<file path="src/rtl/rf_wb_arbiter_if.sv">
// Writeback request bus between the NREQ writeback sources and the arbiter.
// Handshake: a requester raises req_valid[i] with req_addr/req_data slice i;
// a transfer happens in any cycle where req_valid[i] & req_ready[i]. An
// ungranted requester keeps valid/addr/data stable until it sees ready.
// req_ready is one-hot or zero and is combinational in the same cycle.
interface rf_wb_arbiter_if #(
  parameter int NREQ = 3,
  parameter int DW   = 32,
  parameter int AW   = 5
) ();
  logic [NREQ-1:0]    req_valid;
  logic [NREQ*AW-1:0] req_addr;
  logic [NREQ*DW-1:0] req_data;
  logic [NREQ-1:0]    req_ready;

  // Writeback source side
  modport master (
    output req_valid,
    output req_addr,
    output req_data,
    input  req_ready
  );

  // Arbiter side
  modport slave (
    input  req_valid,
    input  req_addr,
    input  req_data,
    output req_ready
  );
endinterface

</file>
<file path="src/rtl/rf_wb_arbiter.sv">
// Round-robin arbiter sharing the register-file write port between NREQ
// writeback sources, with a pending-write scoreboard for RAW stall detection.
// The winner's address/data are registered (latency 1) so the register file
// sees a stable port at the following negedge.
module rf_wb_arbiter #(
  parameter int NREQ = 3,
  parameter int DW   = 32,
  parameter int AW   = 5
) (
  input  logic                 clk,
  input  logic                 rst_n,
  rf_wb_arbiter_if.slave       req,
  input  logic                 sb_set,
  input  logic [AW-1:0]        sb_set_addr,
  output logic [(1<<AW)-1:0]   sb_busy,
  output logic                 rf_wen,
  output logic [AW-1:0]        rf_addr_w,
  output logic [DW-1:0]        rf_data_w
);

  localparam int PW   = (NREQ > 1) ? $clog2(NREQ) : 1;
  localparam int NREG = 1 << AW;

  // Round-robin pointer: index searched first in the current cycle.
  logic [PW-1:0]   ptr;

  logic [NREQ-1:0] grant;
  logic [PW-1:0]   grant_idx;
  logic            grant_found;
  int              scan_idx;

  logic            transfer;
  logic [AW-1:0]   win_addr;
  logic [DW-1:0]   win_data;
  logic            win_writes;
  logic [PW-1:0]   ptr_next;
  logic [NREG-1:0] sb_next;

  // Priority search starting at ptr and wrapping modulo NREQ.
  always_comb begin
    grant       = '0;
    grant_idx   = '0;
    grant_found = 1'b0;
    scan_idx    = 0;
    for (int k = 0; k < NREQ; k++) begin
      scan_idx = int'(ptr) + k;
      if (scan_idx >= NREQ) scan_idx = scan_idx - NREQ;
      if (!grant_found && req.req_valid[scan_idx]) begin
        grant[scan_idx] = 1'b1;
        grant_idx       = PW'(scan_idx);
        grant_found     = 1'b1;
      end
    end
  end

  // Ready is forced low while reset is asserted so nothing is accepted then.
  assign req.req_ready = rst_n ? grant : '0;
  assign transfer      = rst_n && grant_found;

  assign win_addr   = req.req_addr[grant_idx*AW +: AW];
  assign win_data   = req.req_data[grant_idx*DW +: DW];
  // Writes to register 0 are accepted but never reach the register file.
  assign win_writes = transfer && (win_addr != '0);

  // Pointer advances to the slot after the winner, wrapping at NREQ-1.
  always_comb begin
    ptr_next = ptr;
    if (transfer) begin
      if (grant_idx == PW'(NREQ - 1)) ptr_next = '0;
      else                            ptr_next = grant_idx + PW'(1);
    end
  end

  // Scoreboard update: clear on retirement, then set so a new allocation of
  // the same register in the same cycle stays pending.
  always_comb begin
    sb_next = sb_busy;
    if (win_writes) sb_next[win_addr] = 1'b0;
    if (sb_set && (sb_set_addr != '0)) sb_next[sb_set_addr] = 1'b1;
    sb_next[0] = 1'b0;
  end

  // Arbitration pointer and scoreboard state.
  always_ff @(posedge clk or negedge rst_n) begin
    if (!rst_n) begin
      ptr     <= '0;
      sb_busy <= '0;
    end else begin
      ptr     <= ptr_next;
      sb_busy <= sb_next;
    end
  end

  // Registered write port; address/data hold when nothing is written.
  always_ff @(posedge clk or negedge rst_n) begin
    if (!rst_n) begin
      rf_wen    <= 1'b0;
      rf_addr_w <= '0;
      rf_data_w <= '0;
    end else begin
      rf_wen <= win_writes;
      if (win_writes) begin
        rf_addr_w <= win_addr;
        rf_data_w <= win_data;
      end
    end
  end

endmodule

</file>
<file path="src/flat_wrapper.sv">
// flat-port wrapper written by rule: the top's interface ports become plain ports
module rf_wb_arbiter_flat 
#(
  parameter int NREQ = 3,
  parameter int DW   = 32,
  parameter int AW   = 5
)
  (clk, rst_n, sb_set, sb_set_addr, sb_busy, rf_wen, rf_addr_w, rf_data_w, req_req_valid, req_req_addr, req_req_data, req_req_ready);
  rf_wb_arbiter_if #(.NREQ(NREQ), .DW(DW), .AW(AW)) req_i ();
  input  logic clk;
  input  logic rst_n;
  input  logic sb_set;
  input  logic [AW-1:0] sb_set_addr;
  output logic [(1<<AW)-1:0] sb_busy;
  output logic rf_wen;
  output logic [AW-1:0] rf_addr_w;
  output logic [DW-1:0] rf_data_w;
  input wire logic [$bits(req_i.req_valid)-1:0] req_req_valid;
  input wire logic [$bits(req_i.req_addr)-1:0] req_req_addr;
  input wire logic [$bits(req_i.req_data)-1:0] req_req_data;
  output wire logic [$bits(req_i.req_ready)-1:0] req_req_ready;
  assign req_i.req_valid = req_req_valid;
  assign req_i.req_addr = req_req_addr;
  assign req_i.req_data = req_req_data;
  assign req_req_ready = req_i.req_ready;
  rf_wb_arbiter #(.NREQ(NREQ), .DW(DW), .AW(AW)) u_core (.clk(clk), .rst_n(rst_n), .req(req_i), .sb_set(sb_set), .sb_set_addr(sb_set_addr), .sb_busy(sb_busy), .rf_wen(rf_wen), .rf_addr_w(rf_addr_w), .rf_data_w(rf_data_w));
endmodule
</file>
<file path="config.mk">
export PLATFORM = sky130hd
export DESIGN_NAME = rf_wb_arbiter_flat
export DESIGN_NICKNAME = d
export VERILOG_FILES = /design/src/rtl/rf_wb_arbiter_if.sv /design/src/rtl/rf_wb_arbiter.sv /design/src/flat_wrapper.sv
export SDC_FILE = /design/constraint.sdc
export NUM_CORES = 1
export LEC_CHECK = 0
export ABC_AREA = 1
export BUFFER_PORTS_ARGS = -buffer_cell sky130_fd_sc_hd__buf_4
export CORE_AREA = 2 2 132 134
export CTS_CLUSTER_SIZE = 14
export DETAILED_ROUTE_END_ITERATION = 8
export DIE_AREA = 0 0 134 136
export GPL_ROUTABILITY_DRIVEN = 0
export PLACE_DENSITY = 0.62
export SLEW_MARGIN = 5
export SYNTH_ARGS = -nofsm -noshare
export SYNTH_HDL_FRONTEND = slang
export SYNTH_SLANG_ARGS = --single-unit
</file>
<file path="constraint.sdc">
create_clock -name clk -period 2.4 [get_ports clk]
set_input_delay 0.48 -clock clk [delete_from_list [all_inputs] [get_ports clk]]
set_output_delay 0.48 -clock clk [all_outputs]
set_load 0.01 [all_outputs]
</file>
After elaboration in Yosys (flattened, before gate mapping)
Index checks and enable logic that the tools add are counted.
{"block": "word_totals", "register_bits": 71, "output_inout_bits": 73, "elab_cells": 82}
{"block": "classes", "n_lt_le_gt_ge": 13, "n_addsub": 6, "bitwise_logic": 5, "multipliers": 1, "reduce_logical": 14, "n_eq_ne": 1, "muxes": 35, "shifts": 2}
{"cell": "$mux 32", "count": 5}
{"cell": "$ge 32x1->1 const B", "count": 3}
{"cell": "$lt 32x4->1 const B", "count": 3}
{"cell": "$shiftx 96x8->32", "count": 1}
{"cell": "$ge 32x3->1 const B", "count": 2}
{"cell": "$sub 32x3->32 const B", "count": 2}
{"cell": "$and 32x32->32", "count": 1}
{"cell": "$not 32->32", "count": 1}
{"cell": "$or 32x32->32", "count": 1}
{"cell": "$shiftx 15x6->5", "count": 1}
{"cell": "$mux 1", "count": 14}
{"cell": "$lt 5x6->1 const B", "count": 2}
{"cell": "$mux 3", "count": 4}
{"cell": "$demux 1 s5", "count": 2}
{"cell": "$ge 5x1->1 const B", "count": 2}
{"cell": "$logic_and 1x1->1", "count": 10}
{"cell": "$reduce_bool 5->1", "count": 2}
{"cell": "$mux 2", "count": 4}
{"cell": "$bmux 1 s2", "count": 3}
{"cell": "$demux 1 s2", "count": 3}
{"cell": "$or 3x3->3", "count": 2}
{"cell": "$mul 2x3->5 const B", "count": 1}
{"cell": "$add 2x1->3 const B", "count": 1}
{"cell": "$add 2x2->3 const B", "count": 1}
{"cell": "other kinds (5)", "count": 6}

Depth between registers and ports, before layout
Gate-level depths: netlist of the first run.
{"block": "depth", "ltp_word": 23, "depth_mapped": 22, "depth_no_buf": 20}

Least setup slack after synthesis of the first run
No wires, ideal clock.
{"block": "synth_path", "path_kind": "reg2reg", "startpoint": "reg u_core.ptr[0]", "endpoint": "reg u_core.rf_data_w[10]", "setup_ps": 116, "path_slack_ps": -70, "arrival_time_ps": 2353, "stages_incl_launch_ff": 23, "synth_period_minus_slack_ps": 2470, "n_path_buf": 2, "path_cell_list": "dfrtp_1 > inv_1 > ha_1 > inv_2 > nand2_1 > nand3_1 > nand2_2 > nand2_1 > nand2_1 > nand2_2 > nand2_2 > buf_6 > nand2_1 > nand3_1 > nand2_1 > inv_2 > nor2_4 > nand3_2 > nand2_4 > inv_2 > buf_6 > nand2_1 > nand2_1"}
{"block": "synth_between", "elab_chain_len": 16, "word_cells_on_any_way": 36, "classes_between": "5 x add/sub; 1 x mul; 3 x order compare; 2 x shift; 18 x mux; 7 x reduce/logical"}
{"item": "start, declared", "line": "rf_wb_arbiter.sv:25", "source": "logic [PW-1:0] ptr;"}
{"item": "start signal, assigned", "line": "rf_wb_arbiter.sv:89", "source": "ptr <= ptr_next;"}
{"item": "parallel branches: the longest is 16 deep, another holds $sub 32x3->32"}
{"item": "end signal, assigned", "line": "rf_wb_arbiter.sv:104", "source": "rf_data_w <= win_data;"}
{"item": "end, declared", "line": "rf_wb_arbiter.sv:18", "source": "output logic [DW-1:0] rf_data_w"}
Several ways; the timed one is not identified. The select of a mux whose other input is x is not followed.
A chain may end at the register's enable or synchronous reset.

Worst setup path in the final report of the first run
{"block": "layout_path", "startpoint": "reg u_core.ptr[1]", "endpoint": "out req_req_ready[1]"}
{"block": "layout_between", "elab_chain_len": 13, "word_cells_on_any_way": 47, "classes_between": "5 x add/sub; 9 x order compare; 24 x mux; 2 x bitwise; 7 x reduce/logical"}
{"item": "parallel branches: the longest is 11 deep, another holds $sub 32x3->32"}
{"item": "$mux 3 (*)", "line": "rf_wb_arbiter.sv:48", "source": "if (!grant_found && req.req_valid[scan_idx]) begin"}
{"item": "$mux 3 (*)", "line": "rf_wb_arbiter.sv:57", "source": "assign req.req_ready = rst_n ? grant : '0;"}
{"item": "end, declared", "line": "flat_wrapper.sv:21", "source": "output wire logic [$bits(req_i.req_ready)-1:0] req_req_ready;"}
Mark *: on every way between the ends. The select of a mux whose other input is x is not followed.

==> results of run 1 <==
[per-stage QoR]
stage / total power [W] / setup TNS, ps / hold WS (ps) / utilization / cell area (sq um)
after floorplan: 0.00642 / 0 / 184 / - / 4330
after global placement: 0.00973 / -10740 / 458 / 0.374 / 6320
after detailed placement: 0.00974 / -11630 / 462 / 0.374 / 6320
after CTS: 0.0129 / -5480 / 294 / 0.428 / 7220
after global routing: 0.0150 / -19620 / 336 / 0.447 / 7550
final: 0.0139 / -9470 / 284 / 0.447 / 7550
[worst min-delay path by stage]
| stage | depth (start not counted) | to | startpoint |
|---|---|---|---|
| 2_1_floorplan | 0 | u_core.ptr[0]$_DFFE_PN0P_ | rst_n |
| 3_3_place_gp | 2 | u_core.sb_busy[5]$_DFF_PN0_ | u_core.sb_busy[5]$_DFF_PN0_ |
| 3_5_place_dp | 2 | u_core.sb_busy[5]$_DFF_PN0_ | u_core.sb_busy[5]$_DFF_PN0_ |
| 4_1_cts | 2 | u_core.sb_busy[5]$_DFF_PN0_ | rst_n |
| 5_1_grt | 2 | u_core.sb_busy[5]$_DFF_PN0_ | rst_n |
| 6_report | 2 | u_core.sb_busy[9]$_DFF_PN0_ | rst_n |
[area by class of cell]
class,instances,area (sq um),area share
tap,225,282,0.0373
multi-input combinational,516,2690,0.356
timing repair buffer,273,2300,0.305
clock inverter,5,104,0.0138
sequential,71,1780,0.235
clock buffer,11,253,0.0335
inverter,33,146,0.0194
[power groups by stage]
stage	registers (W)	logic, W	clock network, W
after detailed placement	0.00219	0.00755	0
after floorplan	0.00239	0.00403	0
after global routing	0.00227	0.0110	0.00168
after global placement	0.00220	0.00753	0
after CTS	0.00219	0.00910	0.00163
final	0.00219	0.0101	0.00158
[synth_stat cells, types with 4 or more instances]
library cell  count
ha_1              4
dfrtp_1          71
buf_2             4
nand3_1          59
inv_2             7
o21ai_1           7
nor2_1           69
clkbuf_1         15
buf_6             4
nand2_2           5
nor3_1           11
buf_4             5
nand2_1         276
o21ai_0          64
inv_1            25
[flip-flops by register name, summed over array words and instances, names as in the netlist]
name,flops
u_core.rf_data_w,32
u_core.sb_busy,31
u_core.rf_addr_w,5
u_core.ptr,2
u_core.rf_wen,1
[cell families after synthesis]
| logic type | synth area share |
|---|---|
| other | 0.000868 |
| AOI/OAI and AO/OA | 0.0991 |
| and+or+nand+nor | 0.411 |
| DFF | 0.411 |
| adders and majority gates | 0.0116 |
| buffers and inverters | 0.0664 |
[routing by layer]
metal,GRT usage,routed length (um),share of wire
met4,0.0485,283,0.016
met5,0,0,0
met2,0.341,8630,0.50
met1,0.221,7160,0.41
met3,0.0481,1300,0.075
[repair_timing]
item,4_1_cts,5_1_grt
setup buffers,23,5
endpoints found under the setup margin,72,74
gates cloned,4,2
gates resized for setup,76,65
pin swaps,20,21
==> impl_metrics.toml, run 1 <==
[pwr]
cellPowerDensity_nw_per_um2 = 1830
max-vdd-ir-drop_v = 0.000775
p_leak_nw = 3.82
power.switching_w = 0.00663
pwr-share-comb = 0.727
netSwitchingFraction = 0.479
pwr-share-seq = 0.158
intPower_w = 0.00722
pwr-share-clk = 0.114

[critical_path]
crit_cells = 11
r2r_cells = 19
reg2reg_to = "u_core.rf_data_w[22]$_DFFE_PN0N_"
criticalPathCategory = "reg -> out"
crit_family = "simple AND/OR/NAND/NOR gates"
cp_slowest_stage_delay_ps = 420
critPathArrivalTime_ps = 2130
path_buf_inv = 4
start_kind = "register"
crit_path_start = "u_core.ptr[1]$_DFFE_PN0P_"
cp_max_fo = 6
slowest_stage = "dfrtp_1"
crit_chain = "ha_4, inv_4, nand2_1, nand3_1, nand2_2, nand3_2, nand2_4, buf_6, inv_1, o21a_1, buf_6"
endpoint = "req_req_ready[1]"
r2r-start = "u_core.ptr[1]$_DFFE_PN0P_"
cp-end-kind = "primary output"
rrSetupSlack_ps = -180
cp.required_ps = 1920
cp_common_cell = "buf_6"

[sta]
slew_headroom = 0.579
hold_viol_final = 0
setup_slack_ps = -214
slew_viol_final = 0
rsz0062_at_grt = "true"
setup_viol = 72
finalCriticalPeriod_ps = 2610
timing.final.crit_share = 1.09
max_freq_mhz = 383
worst_pin_slew_ps = 629
fin_worst_skew_ps = 5.28

[clock_tree]
htreeDepth = 3
cts_hold_buf = 0
clockBufferDepth = 2
numCtsBuffers = 9
cts_sinks = 71
cts_root_buf = "clkbuf_16"
cts_tree = "yes"
clock_latency_ps = 340
path_clk_slew_ps = 60

[drt]
detail_route.vias_per_cell = 4.57
drc = 0
antenna_left = 0
route.vias.total = 5180
dr.pass1.iters = 4
wire_per_inst_um = 15.3
routed_wl_mm = 17.4
drt_iter0_drc = 239

[layout]
final_cell_mix = "buf_4, nand2_1, dfrtp_1, nor2_1, o21ai_0"
fill_cells = 1656
areaGrowthSynthToFinish_pct = 74.8
fin_cells = 1134
final_common_cell = "buf_4"
diodes = 0
fin_nets = 1030
drive_gt1_frac = 0.435

[logic_synthesis]
seq_area_frac_synth = 0.411
synth_cell_types = 32
synth_fp_nets = 775
synthTopCellsByArea = "dfrtp_1, nand2_1, o21ai_0"
synth_seq_cells = 71
synth_flop_cell = "dfrtp_1"
synth.cell_area_sq_um = 4320
synth_edf_count = 0
synth_top_area_frac = 0.411
yosys_warnings = 0
synthArstFlopShare = 1.00
synth_cells = 649
syn_area_per_cell_sq_um = 6.65
yosysTopAreaCell = "dfrtp_1"

[floorplanning]
dieArea_sq_um = 18200
die_w_um = 134
io_pins = 195
rows = 48
die_h_um = 136
initial_core_util = 0.256
core_area_sq_um = 16900

[placed_design]
place_inst = 1085
hpwl_mm = 12.0
numPortBuffers = 193
detailedPlace.worstSlack_ps = -224

[global_routing]
overflow = 0
grt_pass1_wl_mm = 26.6
antenna_found_initial = 0
grt_max_degree = 39
grt_pass1_vias = 5051
track_usage = 0.188

[status]
status = "finished with violations"
violations = "negative setup slack"

[flow_run]
maxCapViolations = 0

[min_path]
hold_class = "in -> async"
No activity file was read; power rests on OpenSTA's default activity.
==> run 2, diff against run 1 <==
- GPL_TIMING_DRIVEN: not set -> 0
==> impl_metrics.toml, run 2 (synthesized netlist as in run 1, its figures left out) <==
[layout]
drive_gt1_frac = 0.432
final_common_cell = "nand2_1"
fin_nets = 1019
max_flop_register = "u_core.rf_data_w"
top_regs = "u_core.rf_data_w x32, u_core.sb_busy x31, u_core.rf_addr_w x5"
final_area_sq_um = 7450
post-route-util = 0.442
largest_reg_flops = 32
areaGrowthSynthToFinish_pct = 72.6
diodes = 0
final_cell_mix = "nand2_1, buf_4, dfrtp_1, nor2_1, o21ai_0"

[clock_tree]
numCtsBuffers = 9
cts_hold_buf = 0
htreeDepth = 3
path_clk_slew_ps = 60
cts_sinks = 71
cts_tree = "yes"
cts_root_buf = "clkbuf_16"
clock_latency_ps = 340
clockBufferDepth = 2

[status]
status = "finished with violations"
violations = "negative setup slack"

[placed_design]
hpwl_mm = 12.2
place_area_sq_um = 6060
numPortBuffers = 193

[global_routing]
grt_pass1_wl_mm = 25.2
antenna_found_initial = 0
overflow = 0
grt_max_degree = 76
grt_pass1_vias = 4936
track_usage = 0.179

[sta]
holdWs_ps = 315
max_freq_mhz = 392
finalCriticalPeriod_ps = 2550
slew_headroom = 0.268
setup_slack_ps = -151
rsz0062_at_grt = "true"
setup_viol = 71
hold_viol_final = 0
timing.final.crit_share = 1.06
fin_worst_skew_ps = 13.2
slew_viol_final = 0
worst_pin_slew_ps = 1090

[critical_path]
cp-end-kind = "register"
critPathArrivalTime_ps = 2820
cp_slowest_stage_delay_ps = 390
start_kind = "register"
crit_family = "simple AND/OR/NAND/NOR gates"
slowest_stage = "dfrtp_1"
cp_max_fo = 7
criticalPathCategory = "reg -> reg"
path_buf_inv = 5
rrSetupSlack_ps = -150
cp.required_ps = 2670
crit_chain = "buf_4, ha_4, buf_4, nand2_1, nand3_2, a31oi_2, nand2_2, buf_4, nand3_1, nand2_4, nor2_4, nand3_4, buf_8, clkbuf_16, nand3_2, nand2_1, nand2_1"

[floorplanning]
io_pins = 195
initial_core_util = 0.256
dieArea_sq_um = 18200
core_area_sq_um = 16900
die_w_um = 134
rows = 48
die_h_um = 136

[pwr]
cellPowerDensity_nw_per_um2 = 1800
p_leak_nw = 3.73
max-vdd-ir-drop_v = 0.000776

[flow_run]
maxCapViolations = 0

[drt]
antenna_left = 0
wire_per_inst_um = 15.4
route.vias.total = 5114
detail_route.vias_per_cell = 4.56
drc = 0
routed_wl_mm = 17.3
dr.pass1.iters = 4
drt_iter0_drc = 290

[min_path]
hold_class = "in -> async"
## run 2: cell types whose count changed in the layout (fill, tap and decap cells not counted), moves of 5 or more
cell      previous run  this run
nand3_2             15        32
buf_4              247       225
clkbuf_2             0         8
o21ai_1              6        11
nand2_2             38        27
buf_6               13         8
nand3_1             43        22
nand2_1            231       240
buf_12               7         1
buf_8                0         8
## run 2: area by class of cell
class	instances	area, sq um
fillers	1690	9420
flip-flops and latches	71	1780
plain buffers	27	229
multi-input cells	516	2780
repair buffers	235	1890
clock buffers	10	239
clock inverters	4	95.1
well taps	225	282
inverters	33	160
## run 2: metrics by stage
stage	setup WS, ps	instances	TNS, ps	total power, W
2_1_floorplan	9.37	649	0	0.00642
3_3_place_gp	-524	1067	-28890	0.00903
3_5_place_dp	-502	1067	-28390	0.00907
4_1_cts	-115	1110	-6530	0.0124
5_1_grt	-274	1121	-16240	0.0144
6_report	-151	1121	-8070	0.0134
## run 2: layer usage
| metal | share of wire | track usage | vias to the layer above |
|---|---|---|---|
| li1 | - | - | 2565 |
| met1 | 0.42 | 0.200 | 2348 |
| met2 | 0.48 | 0.324 | 178 |
| met3 | 0.075 | 0.0500 | 23 |
| met4 | 0.019 | 0.0656 | 0 |
| met5 | 0 | 0 | - |
## run 2: path summary, 6_finish.rpt
check / cells after the start / to / from
min in group clk: 5 / u_core.rf_data_w[25]$_DFFE_PN0N_ / req_req_data[89]
max in group asynchronous: 1 / u_core.ptr[1]$_DFFE_PN0P_ / rst_n
max reg2reg: 17 / u_core.sb_busy[19]$_DFF_PN0_ / u_core.ptr[0]$_DFFE_PN0P_
min reg2reg: 2 / u_core.sb_busy[9]$_DFF_PN0_ / u_core.sb_busy[9]$_DFF_PN0_
max: 17 / u_core.sb_busy[19]$_DFF_PN0_ / u_core.ptr[0]$_DFFE_PN0P_
min: 1 / u_core.rf_data_w[8]$_DFFE_PN0N_ / rst_n
## run 2: repair_timing
action	CTS	global route
setup endpoints to repair	74	74
gates cloned	2	4
pin swaps	32	30
buffers inserted	28	9
gates resized for setup	106	76
## run 2: where the power goes
group | switching (W) | internal (W) | total [W]
logic | 0.00569 | 0.00400 | 0.00969
clock network | 0.000503 | 0.00103 | 0.00153
registers | 0.000359 | 0.00182 | 0.00217
total | 0.00655 | 0.00684 | 0.0134
